### config.mk
export PLATFORM = sky130hd
export DESIGN_NAME = compare_scan_ctrl_flat
export DESIGN_NICKNAME = d
export VERILOG_FILES = /design/src/rtl/compare_scan_ctrl_if.sv /design/src/rtl/compare_scan_ctrl.sv /design/src/flat_wrapper.sv
export SDC_FILE = /design/constraint.sdc
export NUM_CORES = 1
export LEC_CHECK = 0
export BUFFER_PORTS_ARGS = -buffer_cell sky130_fd_sc_hd__buf_2
export CAP_MARGIN = 40
export CORE_ASPECT_RATIO = 1.5
export CORE_MARGIN = 10
export CORE_UTILIZATION = 35
export CTS_CLUSTER_DIAMETER = 200
export CTS_CLUSTER_SIZE = 24
export DETAILED_ROUTE_END_ITERATION = 8
export SLEW_MARGIN = 10
export SYNTH_ARGS = -nofsm -noshare
export SYNTH_HDL_FRONTEND = slang
export SYNTH_SLANG_ARGS = --single-unit
### constraint.sdc
create_clock -name clk -period 2.9 [get_ports clk]
set_input_delay 0.145 -clock clk [delete_from_list [all_inputs] [get_ports clk]]
set_output_delay 0.145 -clock clk [all_outputs]
set_load 0.05 [all_outputs]
### src/rtl/compare_scan_ctrl_if.sv
// rtl/compare_scan_ctrl_if.sv - byte stream valid/ready handshake into compare_scan_ctrl
interface compare_scan_ctrl_if #(
    parameter int DATA_WIDTH = 8
);
    logic [DATA_WIDTH-1:0] data_in;
    logic                  data_valid;
    logic                  data_ready;

    modport master (output data_in, output data_valid, input data_ready);
    modport slave  (input data_in, input data_valid, output data_ready);
endinterface

### src/rtl/compare_scan_ctrl.sv
// rtl/compare_scan_ctrl.sv - operand sequencer and flag collector around an 8-bit magnitude comparator
// Optional early exit on first match: COMPARE_SCAN_STOP_ON_MATCH_EN
module compare_scan_ctrl #(
    parameter int DATA_WIDTH  = 8,
    parameter int COUNT_WIDTH = 8
) (
    input  logic                   clk,
    input  logic                   rst_n,
    input  logic                   start,
    input  logic [DATA_WIDTH-1:0]  key,
    input  logic [COUNT_WIDTH-1:0] length,
    compare_scan_ctrl_if.slave     stream,
    output logic [DATA_WIDTH-1:0]  cmp_input_1,
    output logic [DATA_WIDTH-1:0]  cmp_input_2,
    input  logic                   cmp_gt,
    input  logic                   cmp_eq,
    input  logic                   cmp_lt,
    input  logic [DATA_WIDTH-1:0]  cmp_result,
    output logic [COUNT_WIDTH-1:0] gt_count,
    output logic [COUNT_WIDTH-1:0] eq_count,
    output logic [COUNT_WIDTH-1:0] lt_count,
    output logic [COUNT_WIDTH-1:0] match_index,
    output logic                   match_found,
    output logic                   flag_error,
    output logic                   busy,
    output logic                   done
);

    typedef enum logic [1:0] {
        ST_IDLE,
        ST_SCAN,
        ST_DRAIN,
        ST_DONE
    } state_t;

    state_t                 state_q, state_d;
    logic [COUNT_WIDTH-1:0] len_q;
    logic [COUNT_WIDTH-1:0] acc_cnt;
    logic [COUNT_WIDTH-1:0] sample_idx;
    logic                   pending;

    logic flags_onehot;
    logic sample_err;
    logic sample_eq;
    logic stop_hit;
    logic transfer;
    logic last_xfer;
    logic start_scan;

    // A sample is valid only with exactly one flag and, for equality, the result bus agreeing with the key
    assign flags_onehot = ({cmp_gt, cmp_eq, cmp_lt} == 3'b100) ||
                          ({cmp_gt, cmp_eq, cmp_lt} == 3'b010) ||
                          ({cmp_gt, cmp_eq, cmp_lt} == 3'b001);
    assign sample_err   = pending && (!flags_onehot || (cmp_eq && (cmp_result != cmp_input_2)));
    assign sample_eq    = pending && flags_onehot && cmp_eq && (cmp_result == cmp_input_2);

`ifdef COMPARE_SCAN_STOP_ON_MATCH_EN
    assign stop_hit = sample_eq && (state_q == ST_SCAN);
`else
    assign stop_hit = 1'b0;
`endif

    assign stream.data_ready = (state_q == ST_SCAN) && (acc_cnt < len_q) && !stop_hit;
    assign transfer          = stream.data_valid && stream.data_ready;
    assign last_xfer         = transfer && (acc_cnt == len_q - COUNT_WIDTH'(1));
    assign start_scan        = (state_q == ST_IDLE) && start;

    assign busy = (state_q != ST_IDLE);
    assign done = (state_q == ST_DONE);

    always_ff @(posedge clk or negedge rst_n) begin
        if (!rst_n) begin
            state_q <= ST_IDLE;
        end else begin
            state_q <= state_d;
        end
    end

    // The final sample overlaps DRAIN, so done lands two cycles after the last transfer
    always_comb begin
        state_d = state_q;
        case (state_q)
            ST_IDLE: begin
                if (start) begin
                    state_d = (length == '0) ? ST_DONE : ST_SCAN;
                end
            end
            ST_SCAN: begin
                if (last_xfer || stop_hit || (acc_cnt == len_q)) begin
                    state_d = ST_DRAIN;
                end
            end
            ST_DRAIN: state_d = ST_DONE;
            ST_DONE:  state_d = ST_IDLE;
            default:  state_d = ST_IDLE;
        endcase
    end

    always_ff @(posedge clk or negedge rst_n) begin
        if (!rst_n) begin
            len_q       <= '0;
            acc_cnt     <= '0;
            sample_idx  <= '0;
            pending     <= 1'b0;
            cmp_input_1 <= '0;
            cmp_input_2 <= '0;
            gt_count    <= '0;
            eq_count    <= '0;
            lt_count    <= '0;
            match_index <= '0;
            match_found <= 1'b0;
            flag_error  <= 1'b0;
        end else if (start_scan) begin
            len_q       <= length;
            cmp_input_2 <= key;
            acc_cnt     <= '0;
            pending     <= 1'b0;
            gt_count    <= '0;
            eq_count    <= '0;
            lt_count    <= '0;
            match_index <= '0;
            match_found <= 1'b0;
            flag_error  <= 1'b0;
        end else begin
            pending <= transfer;
            if (transfer) begin
                cmp_input_1 <= stream.data_in;
                sample_idx  <= acc_cnt;
                acc_cnt     <= acc_cnt + COUNT_WIDTH'(1);
            end
            if (pending) begin
                if (sample_err) begin
                    flag_error <= 1'b1;
                end else if (cmp_gt) begin
                    if (gt_count != '1) gt_count <= gt_count + COUNT_WIDTH'(1);
                end else if (cmp_eq) begin
                    if (eq_count != '1) eq_count <= eq_count + COUNT_WIDTH'(1);
                end else begin
                    if (lt_count != '1) lt_count <= lt_count + COUNT_WIDTH'(1);
                end
                if (sample_eq && !match_found) begin
                    match_found <= 1'b1;
                    match_index <= sample_idx;
                end
            end
        end
    end

endmodule

### src/flat_wrapper.sv
// flat-port wrapper written by rule: the top's interface ports become plain ports
module compare_scan_ctrl_flat 
#(
    parameter int DATA_WIDTH  = 8,
    parameter int COUNT_WIDTH = 8
)
  (clk, rst_n, start, key, length, cmp_input_1, cmp_input_2, cmp_gt, cmp_eq, cmp_lt, cmp_result, gt_count, eq_count, lt_count, match_index, match_found, flag_error, busy, done, stream_data_in, stream_data_valid, stream_data_ready);
  compare_scan_ctrl_if #(.DATA_WIDTH(DATA_WIDTH)) stream_i ();
  input  logic clk;
  input  logic rst_n;
  input  logic start;
  input  logic [DATA_WIDTH-1:0] key;
  input  logic [COUNT_WIDTH-1:0] length;
  output logic [DATA_WIDTH-1:0] cmp_input_1;
  output logic [DATA_WIDTH-1:0] cmp_input_2;
  input  logic cmp_gt;
  input  logic cmp_eq;
  input  logic cmp_lt;
  input  logic [DATA_WIDTH-1:0] cmp_result;
  output logic [COUNT_WIDTH-1:0] gt_count;
  output logic [COUNT_WIDTH-1:0] eq_count;
  output logic [COUNT_WIDTH-1:0] lt_count;
  output logic [COUNT_WIDTH-1:0] match_index;
  output logic match_found;
  output logic flag_error;
  output logic busy;
  output logic done;
  input wire logic [$bits(stream_i.data_in)-1:0] stream_data_in;
  input wire logic [$bits(stream_i.data_valid)-1:0] stream_data_valid;
  output wire logic [$bits(stream_i.data_ready)-1:0] stream_data_ready;
  assign stream_i.data_in = stream_data_in;
  assign stream_i.data_valid = stream_data_valid;
  assign stream_data_ready = stream_i.data_ready;
  compare_scan_ctrl #(.DATA_WIDTH(DATA_WIDTH), .COUNT_WIDTH(COUNT_WIDTH)) u_core (.clk(clk), .rst_n(rst_n), .start(start), .key(key), .length(length), .stream(stream_i), .cmp_input_1(cmp_input_1), .cmp_input_2(cmp_input_2), .cmp_gt(cmp_gt), .cmp_eq(cmp_eq), .cmp_lt(cmp_lt), .cmp_result(cmp_result), .gt_count(gt_count), .eq_count(eq_count), .lt_count(lt_count), .match_index(match_index), .match_found(match_found), .flag_error(flag_error), .busy(busy), .done(done));
endmodule
Word level (Yosys, flattened, before mapping)
Index checks and enable logic that the tools add are counted.
{"block": "classes", "bitwise": 1, "add_sub_neg": 5, "n_mux": 33, "n_eq_ne": 18, "shift": 0, "n_div": 0, "reduce_logical": 35, "multipliers": 0, "n_lt_le_gt_ge": 1}
{"operator": "$mux 8", "count": 22}
{"operator": "$add 8x1->8 const B", "count": 4}
{"operator": "$eq 8x8->1", "count": 3}
{"operator": "$ne 8x8->1 const B", "count": 3}
{"operator": "$reduce_bool 2->1", "count": 10}
{"operator": "$logic_and 1x1->1", "count": 10}
{"operator": "$reduce_and 5->1", "count": 2}
{"operator": "$logic_not 8->1", "count": 1}
{"operator": "$lt 8x8->1", "count": 1}
{"operator": "$ne 8x8->1", "count": 1}
{"operator": "$pmux 2 s4", "count": 1}
{"operator": "$reduce_and 2->1", "count": 4}
{"operator": "$sub 8x1->8 const B", "count": 1}
{"operator": "$mux 1", "count": 7}
{"operator": "$mux 2", "count": 3}
{"operator": "$ne 2x2->1 const B", "count": 3}
{"operator": "$eq 2x2->1 const B", "count": 2}
{"operator": "$logic_or 1x1->1", "count": 4}
{"operator": "$ne 2x1->1 const B", "count": 2}
{"operator": "$reduce_and 4->1", "count": 1}
{"operator": "$eq 3x1->1 const B", "count": 1}
{"operator": "$eq 3x2->1 const B", "count": 1}
{"operator": "$eq 3x3->1 const B", "count": 1}
{"operator": "$eq 2x1->1 const B", "count": 1}
{"operator": "other kinds (3)", "count": 4}
{"block": "totals", "reg_bits": 77, "memories": 0, "mem_bits_rw": 0, "latch_bits": 0, "romBits": 0, "in_bits": 39, "out_inout_bits": 53}

Logic depth before layout (Yosys ltp)
{"block": "depth", "ltp_word": 10, "mapped_depth": 9, "depth_no_buf": 8}

Least setup slack after synthesis
OpenSTA, ideal clock, no wires.
{"block": "synth_timing", "kind": "register to register", "startpoint": "reg u_core.acc_cnt[5]", "endpoint": "reg u_core.cmp_input_1[0]", "setup_slack_ns": 0.698, "arrival_ns": 2.078, "path_stages_with_launch": 7, "setup_time_ns": 0.125, "cell_sequence": "dfrtp_1 -> ha_1 -> a21oi_1 -> o2111ai_2 -> nor3_4 -> buf_6 -> mux2_2"}
{"block": "synth_between", "elab_chain_len": 4}
{"element": "from (decl)", "line_no": "compare_scan_ctrl.sv:38", "text": "logic [COUNT_WIDTH-1:0] acc_cnt;"}
{"element": "from (signal assigned)", "line_no": "compare_scan_ctrl.sv:129", "text": "acc_cnt <= acc_cnt + COUNT_WIDTH'(1);"}
{"element": "$lt 8x8->1", "line_no": "compare_scan_ctrl.sv:63", "text": "assign stream.data_ready = (state_q == ST_SCAN) && (acc_cnt < len_q) && !stop_hit;"}
{"element": "$logic_and 1x1->1", "line_no": "compare_scan_ctrl.sv:63"}
{"element": "$logic_and 1x1->1", "line_no": "compare_scan_ctrl.sv:64", "text": "assign transfer = stream.data_valid && stream.data_ready;"}
{"element": "$reduce_and 2->1 (no source line)"}
{"element": "to (signal assigned)", "line_no": "compare_scan_ctrl.sv:127", "text": "cmp_input_1 <= stream.data_in;"}
{"element": "to (decl)", "line_no": "compare_scan_ctrl.sv:13", "text": "output logic [DATA_WIDTH-1:0] cmp_input_1,"}
No other way between the ends.
A chain may end at the register's enable or synchronous reset.

Final worst setup path
{"block": "layout_timing", "startpoint": "reg u_core.len_q[1]", "endpoint": "out stream_data_ready"}
{"block": "layout_between", "elab_chain_len": 2}
{"element": "from (decl)", "line_no": "compare_scan_ctrl.sv:37", "text": "logic [COUNT_WIDTH-1:0] len_q;"}
{"element": "from (signal assigned)", "line_no": "compare_scan_ctrl.sv:114", "text": "len_q <= length;"}
{"element": "$lt 8x8->1", "line_no": "compare_scan_ctrl.sv:63"}
{"element": "$logic_and 1x1->1", "line_no": "compare_scan_ctrl.sv:63"}
{"element": "to (decl)", "line_no": "flat_wrapper.sv:30", "text": "output wire logic [$bits(stream_i.data_ready)-1:0] stream_data_ready;"}
No other way between the ends.

==> reports/metrics.csv <==
stage,metric,value,unit
synth,Mapped Nets,463,
worst_setup_path,Reg2Reg Setup Slack,390,ps
timing,RSZ-0062 raised after global routing,no,
clocking,CTS clock-pin slew for the worst setup and hold paths,50,ps
place,placed cell area,0.00470,sq mm
synth,YS warnings,0,
place,post-DP HPWL,7580,um
worst_setup_path,Crit Path Class,reg -> out,
clocking,Max clock buf depth,2,
timing,PnR worst setup slack,198,ps
finish,Reg area,0.00193,sq mm
worst_setup_path,Worst path slowest cell,a21oi_1,
synth,Synth Area in Compound Gates,0.0523,
hold_path,worst hold endpoint,u_core.cmp_input_2[6],
finish,"most common cell after layout, fill and taps aside",buf_2,
finish,most frequent cells in the layout,"buf_2, dfrtp_1, nor2_1",
timing,Final Max Tran Viols,0,
floorplanning,FP Rows,48,
power,Int Pwr,2.67,mW
finish,final instance area,0.00509,sq mm
finish,Multi-input gate area,0.00201,sq mm
hold_path,WHS Path Cells,3,
worst_setup_path,buffer and inverter count on the worst path,2,
grt,vias in the first global route,3412,
grt,GRT overflow,0,
power,power after layout,4.63,mW
worst_setup_path,crit end category,primary output,
drt,TritonRoute pass-1 iters,4,
timing,worst hold slack,17.2,ps
drt,remaining antenna violation count,0,
drt,DR vias,3210,
timing,Hold Fails Final Rpt,0,
synth,Post-Synth Simple-Gate Area,0.221,
synth,share of the yosys chip area belonging to registers,0.473,
power,clock power share,0.251,
grt,first-pass GRT wire length,16900,um
drt,DRC violation count after routing,0,
finish,# diodes,0,
worst_setup_path,Critical Path RT,2760,ps
timing,final setup TNS,0,ps
grt,initial antenna violation count,0,
synth,Yosys reg bits,77,
floorplanning,Core Area,0.0115,sq mm
timing,Slew headroom,0.408,
worst_setup_path,"delay-heaviest family, CP",compound AO/OA/AOI/OAI gates,
finish,share of cells above drive strength 1,0.268,
worst_setup_path,crit path cell chain,"inv_1, ha_1, nor2b_1, o211ai_1, a21oi_1, nor2_1, buf_2",
clocking,clock tree root driver cell,clkbuf_16,
worst_setup_path,crit-path max cell delay,700,ps
worst_setup_path,WP data arrival,2560,ps
drt,WL/cell,15.4,um
worst_setup_path,RR Startpoint,u_core.len_q[1],
finish,Synth-to-Final Area Change,25.1,%
synth,adder-cell share of the synthesized area,0.0553,
run,max capacitance violation total,0,
place,DP Worst Slack,397,ps
power,pwr/cell area,908,mW/mm^2
clocking,setup bufs post-CTS,0,
worst_setup_path,cells on worst reg2reg path,8,
outcome,outcome,finished clean,
floorplanning,die width,108,um
place,GPL Wtd Cong,0.790,
power,switching share of power,0.422,
timing,Final Skew,7.88,ps
timing,Worst-Margin Slew,888,ps
worst_setup_path,crit start category,flip-flop,
timing,Final min period,2700,ps
timing,Final setup viols,0,
synth,main combinational cell family by area after synthesis,simple AND/OR/NAND/NOR gates,
floorplanning,Die H,152,um
finish,fin nets,563,
place,# port buffers,91,
drt,starting DRC count in detailed routing,131,
timing,Final Cycle Share,0.932,
timing,Fmax,0.370,GHz
worst_setup_path,Reg-to-Reg End,u_core.cmp_input_1[5],
floorplanning,IO Count,92,
power,leakage power,2.49,nW
grt,largest net degree at the start of global routing,66,
synth,Post-Synth XOR/XNOR Area,0.0947,
clocking,TritonCTS clock tree,yes,
clocking,Num Clock Sinks,77,
hold_path,hold_sp,key[6],
drt,Routed WL,10200,um
floorplanning,initial core utilization,0.355,
power,Logic pwr share,0.414,
synth,"Cell Area, Synth",0.00407,sq mm
clocking,"Clk Latency, worst-skew pair",330,ps
finish,fillers,1119,
clocking,CTS Buf Count,9,
power,Seq pwr share,0.336,
synth,Avg Synthesized Cell Area,10.0,sq um
hold_path,hold crit path type,in -> reg,
floorplanning,Die ar.,0.0164,sq mm
synth,unique cell type count in the Yosys netlist,44,
clocking,H-tree Lvls,3,
grt,GRT Resource Usage Total,0.125,
power,worst vdd ir,0.000587,V
worst_setup_path,CP max FO,11,
drt,vias per cell,4.86,
synth,Mapped Cells,406,
synth,fraction of synthesized area in multiplexers,0.0713,
power,Sw Pwr,1.95,mW
[synth_stat cells]
cell,n,share of area
dfrtp_1,77,0.47
nor2_1,53,0.049
nand2_1,49,0.045
xnor2_1,29,0.062
ha_1,18,0.055
mux2_2,16,0.044
inv_1,15,0.014
xor2_1,15,0.032
nand4_1,14,0.022
o21ai_0,13,0.016
mux2i_1,11,0.027
nand3_1,10,0.012
a21oi_1,9,0.011
nor3_1,8,0.0098
clkbuf_1,7,0.0065
nor2b_1,5,0.0077
nand2b_1,4,0.0061
nor4b_1,4,0.0086
o31ai_1,4,0.0074
and2_1,3,0.0046
and3_1,3,0.0046
and4_1,3,0.0065
buf_1,3,0.0028
buf_2,3,0.0037
nor4_1,3,0.0046
o21ai_1,3,0.0037
a31oi_1,2,0.0031
and2b_1,2,0.0037
and4bb_2,2,0.0061
buf_6,2,0.0055
nor3b_1,2,0.0037
o211ai_1,2,0.0037
a21boi_0,1,0.0018
and3_2,1,0.0018
nand3b_1,1,0.0018
nand4_2,1,0.0031
nand4b_1,1,0.0022
nor3_4,1,0.0040
nor3b_2,1,0.0031
nor4_2,1,0.0031
nor4_4,1,0.0052
nor4bb_1,1,0.0025
o2111ai_2,1,0.0037
o21bai_1,1,0.0018
[flip-flops by register name (all words and copies together), names as in the netlist]
name and cells:
u_core.cmp_input_1 8, u_core.gt_count 8, u_core.flag_error 1, u_core.match_index 8, u_core.state_q 2, u_core.lt_count 8, u_core.cmp_input_2 8, u_core.len_q 8
u_core.match_found 1, u_core.sample_idx 8, u_core.pending 1, u_core.eq_count 8, u_core.acc_cnt 8
[power by group through the flow]
stage | clock network, mW | logic, mW | registers (mW)
6_report | 1.16 | 1.91 | 1.55
5_1_grt | 1.23 | 2.10 | 1.59
4_1_cts | 1.19 | 1.94 | 1.55
3_5_place_dp | 0 | 1.92 | 1.57
3_3_place_gp | 0 | 1.86 | 1.56
2_1_floorplan | 0 | 1.04 | 1.94
[tightest hold or removal path: stages]
cell     delay, ps
buf_2           80
nand2_1         40
nand2_1         50
[routing by layer]
metal / global-route usage / wire (um)
met5: 0 / 0
met4: 0.0562 / 203
met3: 0.0377 / 584
met2: 0.203 / 4920
met1: 0.147 / 4490
[area by class of cell]
type / count / share of cell area
clock buffers: 13 / 0.0531
clock inverters: 3 / 0.00835
inverters: 15 / 0.0111
multi-input cells: 299 / 0.395
flip-flops and latches: 77 / 0.378
well taps: 150 / 0.0369
repair buffers: 104 / 0.117
[worst max path at each step]
| stage | endpoint | from | slack (ps) | cells past startpoint |
|---|---|---|---|---|
| finish | stream_data_ready | u_core.len_q[1] | 200 | 7 |
| floorplan | u_core.cmp_input_1[0] | u_core.acc_cnt[5] | 700 | 6 |
| global route | stream_data_ready | u_core.len_q[1] | 20 | 7 |
| CTS | stream_data_ready | u_core.acc_cnt[1] | 200 | 6 |
| detailed placement | u_core.cmp_input_1[5] | u_core.acc_cnt[1] | 400 | 7 |
| global placement | u_core.cmp_input_1[6] | u_core.acc_cnt[1] | 540 | 7 |
[timing repair]
item,in CTS,in global routing
endpoints found under the hold margin,32,0
gates resized for setup,0,0
hold buffers,8,0
[cells by family after synthesis]
| family | after synthesis |
|---|---|
| compound gates | 36 |
| mux | 27 |
| buf+inv | 30 |
| flops | 77 |
| fa+ha+maj | 18 |
| xor+xnor | 44 |
| simple gates | 174 |
[per-stage QoR]
step	utilization	instances
detailed placement	0.410	637
global route	0.444	661
floorplan	-	406
finish	0.444	661
CTS	0.444	661
global placement	0.407	636
Power figures use the tool's default switching activity.
